==> config.mk <==
export PLATFORM = sky130hd
export DESIGN_NAME = tm_update_sched
export DESIGN_NICKNAME = d
export VERILOG_FILES = /design/src/rtl/tm_sched_pkg.sv /design/src/rtl/tm_rr_arb.sv /design/src/rtl/tm_update_sched.sv
export SDC_FILE = /design/constraint.sdc
export NUM_CORES = 1
export LEC_CHECK = 0
export CORE_ASPECT_RATIO = 0.5
export CORE_MARGIN = 1.5
export CORE_UTILIZATION = 45
export DETAILED_ROUTE_END_ITERATION = 10
export PLACE_DENSITY_LB_ADDON = 0.12
export SLEW_MARGIN = 20
export SYNTH_ARGS = -nofsm -noshare
export SYNTH_HDL_FRONTEND = slang
export SYNTH_SLANG_ARGS = --single-unit
==> constraint.sdc <==
create_clock -name clk -period 4.15 [get_ports clk]
set_clock_uncertainty 0.05 [all_clocks]
set_input_delay 0.83 -clock clk [delete_from_list [all_inputs] [get_ports clk]]
set_output_delay 0.83 -clock clk [all_outputs]
set_load 0.005 [all_outputs]
==> src/rtl/tm_sched_pkg.sv <==
`default_nettype none
// ============================================================================
// Module : tm_sched_pkg
// Brief  : Shared defaults, thread-id type and in-flight tracking entry for
//          the transaction-length update scheduler.
// Rev    : 1.0  initial release
// ============================================================================
package tm_sched_pkg;

    localparam int NUM_THREADS_DEF = 4;
    localparam int TXLEN_W_DEF     = 8;
    localparam int EXED_W_DEF      = 8;
    localparam int ALU_LAT_DEF     = 4;

    // Thread ids are carried at a fixed maximum width so one struct serves
    // any NUM_THREADS up to 256; modules zero-extend into it and slice out.
    localparam int TID_MAX_W = 8;
    typedef logic [TID_MAX_W-1:0] tid_t;

    // One stage of the in-flight tracker, moving in lockstep with the ALU.
    typedef struct packed {
        logic valid;
        tid_t tid;
        logic kill;
    } sr_entry_t;

    // Round-robin successor: the thread after idx, wrapping at n.
    function automatic int rr_next(input int idx, input int n);
        return (idx == n - 1) ? 0 : idx + 1;
    endfunction

endpackage
`default_nettype wire

==> src/rtl/tm_rr_arb.sv <==
`default_nettype none
// ============================================================================
// Module : tm_rr_arb
// Brief  : Round-robin arbiter. Grants at most one requester per cycle; after
//          a grant to i, requester i+1 (mod N) has highest priority.
// Rev    : 1.0  initial release
// ============================================================================
module tm_rr_arb
    import tm_sched_pkg::*;
#(
    parameter int N     = 4,
    parameter int IDX_W = $clog2(N)
) (
    input  logic             clk,
    input  logic             reset,
    input  logic [N-1:0]     req_i,
    output logic [N-1:0]     gnt_o,
    output logic [IDX_W-1:0] gnt_idx_o,
    output logic             gnt_any_o
);

    logic [IDX_W-1:0] ptr_q;
    logic [IDX_W-1:0] idx;
    logic             found;

    // Scan requesters starting at the pointer; the first one found wins.
    always_comb begin
        gnt_o     = '0;
        gnt_idx_o = '0;
        found     = 1'b0;
        idx       = '0;
        for (int i = 0; i < N; i++) begin
            idx = IDX_W'((int'(ptr_q) + i) % N);
            if (!found && req_i[idx]) begin
                found      = 1'b1;
                gnt_o[idx] = 1'b1;
                gnt_idx_o  = idx;
            end
        end
    end

    assign gnt_any_o = found;

    // Move priority to the requester just after the one granted.
    always_ff @(posedge clk) begin
        if (reset) begin
            ptr_q <= '0;
        end else if (found) begin
            ptr_q <= IDX_W'(rr_next(int'(gnt_idx_o), N));
        end
    end

endmodule
`default_nettype wire

==> src/rtl/tm_update_sched.sv <==
`default_nettype none
// ============================================================================
// Module : tm_update_sched
// Brief  : Per-thread running-average table updater. Arbitrates thread
//          requests round-robin, feeds the external running-average ALU and
//          writes its results back ALU_LAT cycles later. Clears may kill
//          in-flight operations.
//          Build option TM_SCHED_SAT_EN: requests hitting a saturated
//          execution count are accepted and dropped instead of restarting
//          the entry.
// Rev    : 1.0  initial release
// ============================================================================
module tm_update_sched
    import tm_sched_pkg::*;
#(
    parameter int NUM_THREADS = NUM_THREADS_DEF,
    parameter int TXLEN_W     = TXLEN_W_DEF,
    parameter int EXED_W      = EXED_W_DEF,
    parameter int ALU_LAT     = ALU_LAT_DEF
) (
    input  logic                             clk,
    input  logic                             reset,
    input  logic [NUM_THREADS-1:0]           req_valid,
    input  logic [NUM_THREADS*TXLEN_W-1:0]   req_len,
    output logic [NUM_THREADS-1:0]           req_ready,
    input  logic                             clr_valid,
    input  logic [$clog2(NUM_THREADS)-1:0]   clr_tid,
    output logic [TXLEN_W-1:0]               alu_avg_o,
    output logic [EXED_W-1:0]                alu_exed_o,
    output logic [TXLEN_W-1:0]               alu_cur_o,
    input  logic [TXLEN_W-1:0]               alu_avg_i,
    input  logic [EXED_W-1:0]                alu_exed_i,
    input  logic [$clog2(NUM_THREADS)-1:0]   rd_tid,
    output logic [TXLEN_W-1:0]               rd_avg,
    output logic [EXED_W-1:0]                rd_exed,
    output logic                             busy
);

    localparam int TID_W = $clog2(NUM_THREADS);

    logic [TXLEN_W-1:0]     avg_q   [NUM_THREADS];
    logic [EXED_W-1:0]      exed_q  [NUM_THREADS];
    logic [TXLEN_W-1:0]     len_arr [NUM_THREADS];
    logic [NUM_THREADS-1:0] pend_q, pend_d;
    sr_entry_t              sr_q [ALU_LAT];
    sr_entry_t              sr_d [ALU_LAT];

    logic [NUM_THREADS-1:0] elig;
    logic [NUM_THREADS-1:0] gnt;
    logic [TID_W-1:0]       gnt_idx;
    logic                   gnt_any;
    logic                   sat;
    logic                   issue;
    logic                   restart;
    logic                   wb_en;
    logic [TID_W-1:0]       wb_tid;
    logic                   inflight;

    // Split the packed length bus into one lane per thread.
    for (genvar g = 0; g < NUM_THREADS; g++) begin : g_len_unpack
        assign len_arr[g] = req_len[g*TXLEN_W +: TXLEN_W];
    end

    // A thread competes only when requesting, idle, and not being cleared.
    always_comb begin
        elig = '0;
        for (int i = 0; i < NUM_THREADS; i++) begin
            elig[i] = req_valid[i] & ~pend_q[i]
                    & ~(clr_valid && (int'(clr_tid) == i));
        end
        if (reset) begin
            elig = '0;
        end
    end

    tm_rr_arb #(
        .N     (NUM_THREADS),
        .IDX_W (TID_W)
    ) u_arb (
        .clk       (clk),
        .reset     (reset),
        .req_i     (elig),
        .gnt_o     (gnt),
        .gnt_idx_o (gnt_idx),
        .gnt_any_o (gnt_any)
    );

    assign req_ready = gnt;
    assign sat       = (exed_q[gnt_idx] == '1);

    // A saturated count either drops the request or restarts the average.
`ifdef TM_SCHED_SAT_EN
    assign issue   = gnt_any & ~sat;
    assign restart = 1'b0;
`else
    assign issue   = gnt_any;
    assign restart = sat;
`endif

    // ALU operands exist only in a cycle that issues; zero otherwise.
    always_comb begin
        alu_avg_o  = '0;
        alu_exed_o = '0;
        alu_cur_o  = '0;
        if (issue) begin
            alu_cur_o = len_arr[gnt_idx];
            if (!restart) begin
                alu_avg_o  = avg_q[gnt_idx];
                alu_exed_o = exed_q[gnt_idx];
            end
        end
    end

    // The oldest tracker stage lines up with the ALU result this cycle.
    assign wb_en  = sr_q[ALU_LAT-1].valid & ~sr_q[ALU_LAT-1].kill;
    assign wb_tid = sr_q[ALU_LAT-1].tid[TID_W-1:0];

    // Advance the tracker, marking ops of a thread being cleared as killed.
    always_comb begin
        sr_d[0].valid = issue;
        sr_d[0].tid   = tid_t'(gnt_idx);
        sr_d[0].kill  = 1'b0;
        for (int k = 1; k < ALU_LAT; k++) begin
            sr_d[k] = sr_q[k-1];
            if (clr_valid && sr_q[k-1].valid
                && (sr_q[k-1].tid == tid_t'(clr_tid))) begin
                sr_d[k].kill = 1'b1;
            end
        end
    end

    // Pending bits: set on issue, released when the op leaves the tracker.
    always_comb begin
        pend_d = pend_q;
        if (sr_q[ALU_LAT-1].valid) begin
            pend_d[wb_tid] = 1'b0;
        end
        if (issue) begin
            pend_d[gnt_idx] = 1'b1;
        end
    end

    // Tracker and pending state registers.
    always_ff @(posedge clk) begin
        if (reset) begin
            pend_q <= '0;
            for (int k = 0; k < ALU_LAT; k++) begin
                sr_q[k] <= '0;
            end
        end else begin
            pend_q <= pend_d;
            for (int k = 0; k < ALU_LAT; k++) begin
                sr_q[k] <= sr_d[k];
            end
        end
    end

    // Table update: writeback first so a same-cycle clear overrides it.
    always_ff @(posedge clk) begin
        if (reset) begin
            for (int i = 0; i < NUM_THREADS; i++) begin
                avg_q[i]  <= '0;
                exed_q[i] <= '0;
            end
        end else begin
            if (wb_en) begin
                avg_q[wb_tid]  <= alu_avg_i;
                exed_q[wb_tid] <= alu_exed_i;
            end
            if (clr_valid) begin
                avg_q[clr_tid]  <= '0;
                exed_q[clr_tid] <= '0;
            end
        end
    end

    // Busy whenever any tracker stage holds an op.
    always_comb begin
        inflight = 1'b0;
        for (int k = 0; k < ALU_LAT; k++) begin
            inflight = inflight | sr_q[k].valid;
        end
    end

    assign busy    = inflight & ~reset;
    assign rd_avg  = avg_q[rd_tid];
    assign rd_exed = exed_q[rd_tid];

endmodule
`default_nettype wire

# After elaboration in Yosys (flattened, before gate mapping)
# Memories as Yosys holds them, arrays and structs flattened.
# Cells that the tools add are included.
# W data, S select, Z words.
# classes
n_addsub,4
magnitude_cmp,13
n_eq_ne,8
n_mux,72
bitwise_logic,34
n_reduce_logical,27
# op_table
op,count
$mux W8,11
$mux W10,4
$reduce_or A8 Y1,4
$mux W1,30
$mux W4,7
$eq A8 B2 Y1,3
$logic_and A1 B1 Y1,19
$lt A2 B3 Y1 const B,6
$mux W2,9
$bmux W8 S2,1
$or A4 B4 Y4,4
$demux W1 S2,6
$ge A2 B1 Y1 const B,6
$and A1 B1 Y1,10
$not A1 Y1,10
$bmux W1 S2,4
$eq A8 B8 Y1 const B,1
$or A1 B1 Y1,7
$add A2 B1 Y2 const B,2
$add A2 B2 Y2 const B,2
$and A4 B4 Y4,1
$eq A2 B1 Y1 const B,2
$eq A2 B2 Y1 const B,2
$not A4 Y4,1
other kinds (4),6
# totals
reg_bits,6
ramBits,104
inputBits,59
word_cells,163
n_memories,3
# memory_table
memory,depth,word_bits,rd,rd_clocked_by_memory_dff,wr,line_no,text
sr_q,4,10,4,0,4,tm_update_sched.sv:45,sr_entry_t sr_q [ALU_LAT];
avg_q,4,8,2,0,4,tm_update_sched.sv:41,logic [TXLEN_W-1:0] avg_q [NUM_THREADS];
exed_q,4,8,2,0,4,tm_update_sched.sv:42,logic [EXED_W-1:0] exed_q [NUM_THREADS];

# Longest topological paths before layout
# Gate-level depths: netlist of run 1.
# logic_depth
depth_word,23
mapped_depth,15

# Modules after synthesis
# A second synthesis of run 1 with hierarchy kept.
# unflattened
hier_cells,609
hier_area_um2,5402.7
# by_module_without_submodules
mod,n_inst,cells_each,area_per_inst_um2
tm_update_sched,1,532,4828.4
tm_rr_arb,1,77,574.3

# Worst setup path after synthesis of run 1
# Ideal clock, no wire load.
# synth_timing
path_kind,input-to-output
startpoint,in clr_tid[1]
endpoint,out alu_cur_o[6]
t_arrival_ps,3377
t_required_ps,3270
path_slack_ps,-107
path_stages,10
n_path_buf,3
cell_sequence,buf_2 -> nand3b_1 -> and3_1 -> clkbuf_2 -> mux4_2 -> a32o_2 -> a21oi_4 -> buf_8 -> mux4_2 -> and2_1
# synth_between
elab_chain_cells,22
# synth_lines
item,line_no,text
from (decl),tm_update_sched.sv:27,"input logic [$clog2(NUM_THREADS)-1:0] clr_tid,"
"$eq A2 B2 Y1, or another cell as far along",tm_update_sched.sv:69,& ~(clr_valid && (int'(clr_tid) == i));
$logic_and A1 B1 Y1,tm_update_sched.sv:69,
$not A1 Y1,tm_update_sched.sv:69,
$and A1 B1 Y1,tm_update_sched.sv:69,
$mux W4 (*),tm_update_sched.sv:71,if (reset) begin
$bmux W1 S2,tm_rr_arb.sv:34,if (!found && req_i[idx]) begin
$mux W1 (implied by the code),tm_rr_arb.sv:34,
$mux W1,tm_rr_arb.sv:34,
[5 not listed],-,
$mux W1,tm_rr_arb.sv:34,
$logic_not A1 Y1,tm_rr_arb.sv:34,
$logic_and A1 B1 Y1,tm_rr_arb.sv:34,
$mux W2,tm_rr_arb.sv:34,
$not A2 Y3 (implied by the code),tm_update_sched.sv:106,alu_cur_o = len_arr[gnt_idx];
$bmux W8 S2,tm_update_sched.sv:106,
$mux W8 (implied by the code) (2 in series),tm_update_sched.sv:106,
$mux W8 (*),tm_update_sched.sv:105,if (issue) begin
to (decl),tm_update_sched.sv:30,"output logic [TXLEN_W-1:0] alu_cur_o,"
# Mark *: on every way between the ends. The rest lies on a longest branch, timed or not. The select of a mux whose other input is x is not followed.

# Worst setup path in the final report of run 1
# layout_timing
startpoint,in clr_tid[1]
endpoint,out alu_avg_o[1]
# layout_between
elab_chain_cells,21
# layout_lines
item,line_no,text
"$eq A2 B2 Y1, or another cell as far along",tm_update_sched.sv:69,
$logic_and A1 B1 Y1,tm_update_sched.sv:69,
$not A1 Y1,tm_update_sched.sv:69,
$and A1 B1 Y1,tm_update_sched.sv:69,
$mux W4 (*),tm_update_sched.sv:71,
$bmux W1 S2,tm_rr_arb.sv:34,
$mux W1 (implied by the code),tm_rr_arb.sv:34,
$mux W1,tm_rr_arb.sv:34,
[5 not listed],-,
$mux W1,tm_rr_arb.sv:34,
$logic_not A1 Y1,tm_rr_arb.sv:34,
$logic_and A1 B1 Y1,tm_rr_arb.sv:34,
$mux W2,tm_rr_arb.sv:34,
$mem_v2 Z4 W8,-,
$eq A8 B8 Y1,tm_update_sched.sv:89,assign sat = (exed_q[gnt_idx] == '1);
$mux W8,tm_update_sched.sv:107,if (!restart) begin
$mux W8 (*),tm_update_sched.sv:105,
to (decl),tm_update_sched.sv:28,"output logic [TXLEN_W-1:0] alu_avg_o,"
# Marked as above.

==> results of run 1 <==
-- layer usage --
metal | track usage (%) | up-vias | wire length, um
li1 | - | 2555 | -
met1 | 41.6 | 2737 | 8210
met2 | 48.4 | 286 | 8770
met3 | 7.23 | 33 | 1710
met4 | 7.74 | 0 | 260
met5 | 0 | - | 0
-- worst max path at each step --
| stage | depth (start not counted) | start | slack (ns) | endpoint |
|---|---|---|---|---|
| after floorplan | 10 | clr_tid[1] | -0.02 | alu_cur_o[6] |
| after global placement | 11 | clr_tid[0] | -1.13 | alu_avg_o[3] |
| after detailed placement | 11 | clr_tid[0] | -1.16 | alu_exed_o[3] |
| after CTS | 13 | clr_tid[1] | -0.32 | alu_exed_o[3] |
| after global routing | 15 | clr_valid | -0.43 | alu_avg_o[1] |
| final | 13 | clr_tid[1] | -0.34 | alu_avg_o[1] |
-- synthesized netlist by cell type (all sizes together), types with 7 or more instances --
cell type  count  area [um^2]
dfxtp         85         1700
a21oi         69          357
nand2         63          236
nand3         57          285
nor2          42          158
clkbuf        34          133
mux4          29          679
and2          25          156
a211oi        20          155
nor3b         20          150
buf           18          114
mux2i         18          180
a2111oi       16          223
a22oi         11          101
nor2b         10         62.6
ha             8          100
nor3           8         40.0
o21ai          8         40.0
inv            7         26.3
nand4          7         43.8
-- power groups by stage --
stage | Clock, mW | Combinational, mW | Sequential, mW
after floorplan | 0 | 1.24 | 0.936
after global placement | 0 | 2.12 | 0.941
after detailed placement | 0 | 2.15 | 0.942
after CTS | 0.851 | 2.69 | 0.930
after global routing | 0.886 | 3.03 | 0.939
final | 0.844 | 2.87 | 0.932
-- state kept, by name, indices dropped and copies added, names as in the netlist --
register / cells
sr_q: 15
u_arb.ptr_q: 2
avg_q: 32
exed_q: 32
pend_q: 4
-- worst max-delay path, stage by stage --
cell	delay (ns)
buf_8	0.10
or3b_4	0.41
and3_4	0.19
mux4_2	0.51
buf_6	0.15
a221o_1	0.36
o22ai_2	0.18
o311ai_2	0.10
a22oi_2	0.26
buf_12	0.18
buf_6	0.14
a2111oi_4	0.05
buf_2	0.14
-- timing repair --
item	4_1_cts	5_1_grt
pin swaps	28	12
setup buffers	27	4
resized for setup	200	26
cloned	2	1
hold buffers	0	0
endpoints found under the setup margin	28	28
-- layout make-up --
| type | count | area share, % |
|---|---|---|
| Clock buffer | 9 | 2.89 |
| Tap cell | 159 | 2.56 |
| Clock inverter | 6 | 0.996 |
| Timing Repair Buffer | 193 | 23.2 |
| Inverter | 8 | 0.386 |
| Sequential cell | 85 | 21.9 |
| Multi-Input combinational cell | 461 | 48.1 |
-- kinds of logic after synthesis --
kind of cell    after synthesis  share of synthesized area (%)
compound gates              148                           20.3
fa+ha+maj                     8                           1.87
simple gates                252                           23.9
xor+xnor                      6                          0.981
flops                        85                           31.8
buf+inv                      60                           5.16
mux                          47                           16.0
-- stage by stage --
| step | util (%) | instances | setup WS (ns) |
|---|---|---|---|
| 2_1_floorplan | - | 606 | -0.0184 |
| 3_3_place_gp | 60.9 | 873 | -1.13 |
| 3_5_place_dp | 60.9 | 873 | -1.16 |
| 4_1_cts | 67.6 | 917 | -0.325 |
| 5_1_grt | 69.0 | 921 | -0.428 |
| 6_report | 69.0 | 921 | -0.344 |
==> flow_metrics.tcl, run 1 <==
set metrics [dict create \
    outcome "complete, but fails checks" \
    violations "setup timing" \
    fin_nets 825 \
    n_antenna_cell 0 \
    r2r.worst_path.cells 16 \
    die_h_um 80.2 \
    hold_depth 2 \
    row_count 27 \
    clock.fmax_mhz 223 \
    path_class "input port to output pin" \
    cts.reportedPaths.clkPinSlew_ns 0.07 \
    rsz0062_at_grt "true" \
    grt_max_degree 29 \
    period_minus_slack_ns 4.49 \
    r2r-start "u_arb.ptr_q[0]" \
    maxSlewHeadroom_pct 44.4 \
    seq_power_share_pct 20.0 \
    grt_antenna_before_repair 0 \
    grt_first_pass_wirelength_um 29300 \
    synth_edf_count 0 \
    multi_input_area_um2 3740 \
    grt_pass1_vias 5301 \
    drv_slew 0 \
    ff_latch_area_um2 1700 \
    core_um2 11300 \
    p_int_mw 2.87 \
    synthToLayoutAreaGrowth_pct 45.3 \
    fillers 899 \
    setup_slack_ns -0.344 \
    dp_hpwl_um 11800 \
    hold_viol 0 \
    syn_inst 606 \
    synth_cell_types 61 \
    setup_viol 24 \
    async_flop_share_pct 0 \
    htreeDepth 3 \
    dieArea_um2 12600 \
    setup.worst_path.start_class "input port" \
    p_switching_mw 1.78 \
    seq_area_frac_synth_pct 31.8 \
    cts_buffer_depth 2 \
    finalCritPeriodShare_pct 108 \
    fin_area_um2 7790 \
    gp_congestion 0.917 \
    worstMarginPinSlew_ns 0.833 \
    p_comb_share_pct 61.8 \
    clock-sinks 85 \
    cp.arrival_ns 3.61 \
    post_synth.cell_area_avg_um2 8.84 \
    totalWireLength_um 19000 \
    whs_endpoint "sr_q[2][0]" \
    finalSetupTns_ns -7.53 \
    hold_class "register to register" \
    dr.first_iter.drc_count 562 \
    finalPower_mw 4.65 \
    synth_seq_cells 85 \
    viasPerCell 6.09 \
    r2r_end "u_arb.ptr_q[0]" \
    path_max_fanout 7 \
    max_cap_viol_count 0 \
    drive_gt1_share_pct 30.8 \
    clkPwrFrac_pct 18.2 \
    holdCritStartpoint "sr_q[1][0]" \
    ant_nets 0 \
    synth-main-ff-cell "dfxtp_1" \
    place.port_buffers 103 \
    p_leak_nw 2.95 \
    syn_area_um2 5360 \
    hold-worst-slack_ns 0.408 \
    route.vias.total 5611 \
    final_cell_mix "dfxtp_1, buf_4, clkdlybuf4s50_1" \
    r2r_slack_ns 1.02 \
    cp.required_ns 3.27 \
    power.density_nw_per_um2 597 \
    dieWidth_um 157 \
    cts_buffers 9 \
    swShare_pct 38.2 \
    layout_commonest_cell "dfxtp_1" \
    grt_overflow_total 0 \
    clock_latency_ns 0.34 \
    yosysWarnings 0 \
    wl_per_cell_um 20.6 \
    ir_worst_vdd_uv 415 \
    synth_nets 673 \
    dr.pass1.iters 5 \
    crit_path_end_kind "output pin" \
    cts_tree "yes" \
    postPlaceCellArea_um2 6880 \
    drc 0 \
    cts-root-buf "clkbuf_16" \
    grt_use_total_pct 30.4 \
    num_io_pins 104 \
    initial_core_util_pct 47.5 \
]
Power figures use the tool's default switching activity.
==> inputs of run 2 (changes only) <==
CORE_MARGIN = 8   (was 1.5)
==> flow_metrics.tcl, run 2 (synthesis results as in run 1) <==
set metrics [dict create \
    outcome "complete, but fails checks" \
    violations "setup timing" \
    cts-root-buf "clkbuf_16" \
    initial_core_util_pct 45.8 \
    ir_worst_vdd_uv 317 \
    cp.required_ns 3.27 \
    drc 0 \
    reg_top3 "avg_q (32), exed_q (32), sr_q (15)" \
    hold_viol 0 \
    die_h_um 93.2 \
    dr.first_iter.drc_count 503 \
    fin_util_pct 66.0 \
    setup_slack_ns -0.395 \
    finalCritPeriodShare_pct 110 \
    clock_latency_ns 0.34 \
    critPathBufInv 5 \
    synthToLayoutAreaGrowth_pct 44.2 \
    grtUsageMet2_pct 41.0 \
    postPlaceCellArea_um2 6930 \
    instances_no_fill 931 \
    cts_tree "yes" \
    met3_usage_pct 5.17 \
    busiest_layer "met2" \
    row_count 28 \
    grt_pass1_vias 5666 \
    grt_antenna_before_repair 0 \
    wl_per_cell_um 20.9 \
    grt_max_degree 39 \
    cts.reportedPaths.clkPinSlew_ns 0.07 \
    crit_top_cell "buf_6" \
    core_um2 11700 \
    cts_buffer_depth 2 \
    finalSetupTns_ns -8.13 \
    crit_path_end_kind "output pin" \
    route.vias.total 5554 \
    path_class "input port to output pin" \
    n_antenna_cell 0 \
    fillers 999 \
    maxSlewHeadroom_pct 42.5 \
    gp_congestion 0.854 \
    path_max_fanout 6 \
    p_leak_nw 2.88 \
    clock-sinks 85 \
    hold-worst-slack_ns 0.403 \
    rsz0062_at_grt "true" \
    crit_path_top_delay_cell "mux4_2" \
    totalWireLength_um 19500 \
    clock.fmax_mhz 220 \
    critPathMaxStageDelay_ns 0.49 \
    final_cell_mix "dfxtp_1, buf_4, clkdlybuf4s50_1" \
    power.density_nw_per_um2 598 \
    viasPerCell 5.97 \
    cp.arrival_ns 3.66 \
    dp.cells 889 \
    max_cap_viol_count 0 \
    grt_overflow_total 0 \
    grt_first_pass_wirelength_um 31300 \
    setup_viol 24 \
    num_io_pins 104 \
    pre_cts_ws_ns -1.15 \
    path_cells "buf_6 > or3b_4 > and3_4 > mux4_2 > buf_6 > a32o_2 > a21oi_4 > buf_12 > buf_6 > mux4_2 > and2_4 > buf_6" \
    hold_class "register to register" \
    drv_slew 0 \
    place.port_buffers 103 \
    dieArea_um2 15900 \
    fin_nets 828 \
    setup.worst_path.start_class "input port" \
    htreeDepth 3 \
    grt_use_total_pct 24.7 \
    finalPower_mw 4.62 \
    cts_buffers 9 \
    dieWidth_um 170 \
    critPathTopFamily "multiplexers" \
    drive_gt1_share_pct 29.8 \
    globalRouteMet1Util_pct 31.5 \
    ant_nets 0 \
    period_minus_slack_ns 4.54 \
    fin_area_um2 7730 \
    dp_hpwl_um 12600 \
    layout_commonest_cell "dfxtp_1" \
    worstMarginPinSlew_ns 0.861 \
    dr.pass1.iters 6 \
    cts_hold_buf 0 \
]
==> run 2: cell types whose count changed in the layout (fill, tap and decap cells not counted), moves of 3 or more <==
cell,previous run,this run
a211oi_2,14,6
a2111oi_2,6,2
o21ai_1,6,3
buf_4,70,73
buf_8,5,2
dlymetal6s2s_1,4,1
a2111oi_4,10,14
a211oi_1,6,14
buf_6,12,20
clkdlybuf4s50_1,67,70
buf_12,8,4
==> run 2: path summary, 6_finish.rpt <==
| check | start | to | slack, ns | cells past startpoint |
|---|---|---|---|---|
| max | clr_tid[0] | alu_cur_o[3] | -0.39 | 12 |
| min | sr_q[1][0] | sr_q[2][0] | 0.40 | 2 |
| max reg2reg | u_arb.ptr_q[0] | u_arb.ptr_q[1] | 1.09 | 14 |
| min reg2reg | sr_q[1][0] | sr_q[2][0] | 0.40 | 2 |
==> run 2: metal layers <==
metal  up-vias  routed length [um]
met2       236                9240
met3        39                1480
met4         0                 419
met1      2709                8360
met5         -                   0
li1       2570                   -
==> run 2: timing repair <==
action / in CTS / in global routing
resized for setup: 187 / 28
pin swaps: 20 / 16
setup buffers: 25 / 3
setup endpoints to repair: 28 / 28
gates cloned: 3 / 0
==> run 2: power by group <==
part	total, mW	internal, mW	switching [mW]
Combinational	2.87	1.53	1.34
Clock	0.819	0.441	0.378
Sequential	0.930	0.878	0.0523
Total	4.62	2.85	1.77
==> run 2: cell type report <==
cell class                 instances  area, um^2  share of cell area [%]
clock inverter                     6        63.8                   0.826
tap                              165         206                    2.67
clock buffer                      10         239                    3.09
timing repair buffer             196        1770                    22.9
sequential                        85        1700                    22.0
multi-input combinational        461        3720                    48.1
inverter                           8        32.5                   0.421
==> run 2: worst reg2reg max path: stages, from the launching register on <==
cell	delay (ns)
dfxtp_1	0.34
clkinv_1	0.09
ha_1	0.41
buf_4	0.16
mux4_2	0.38
a21o_4	0.26
buf_4	0.13
a21oi_4	0.22
buf_6	0.15
buf_4	0.10
buf_4	0.13
inv_1	0.06
ha_1	0.26
nand2_1	0.06
a21oi_1	0.17
==> inputs of run 3 (changes only) <==
SLEW_MARGIN = not set   (was 20)
==> results of run 3 <==
No change in the layout: final DEF, timing and power equal those of run 2.
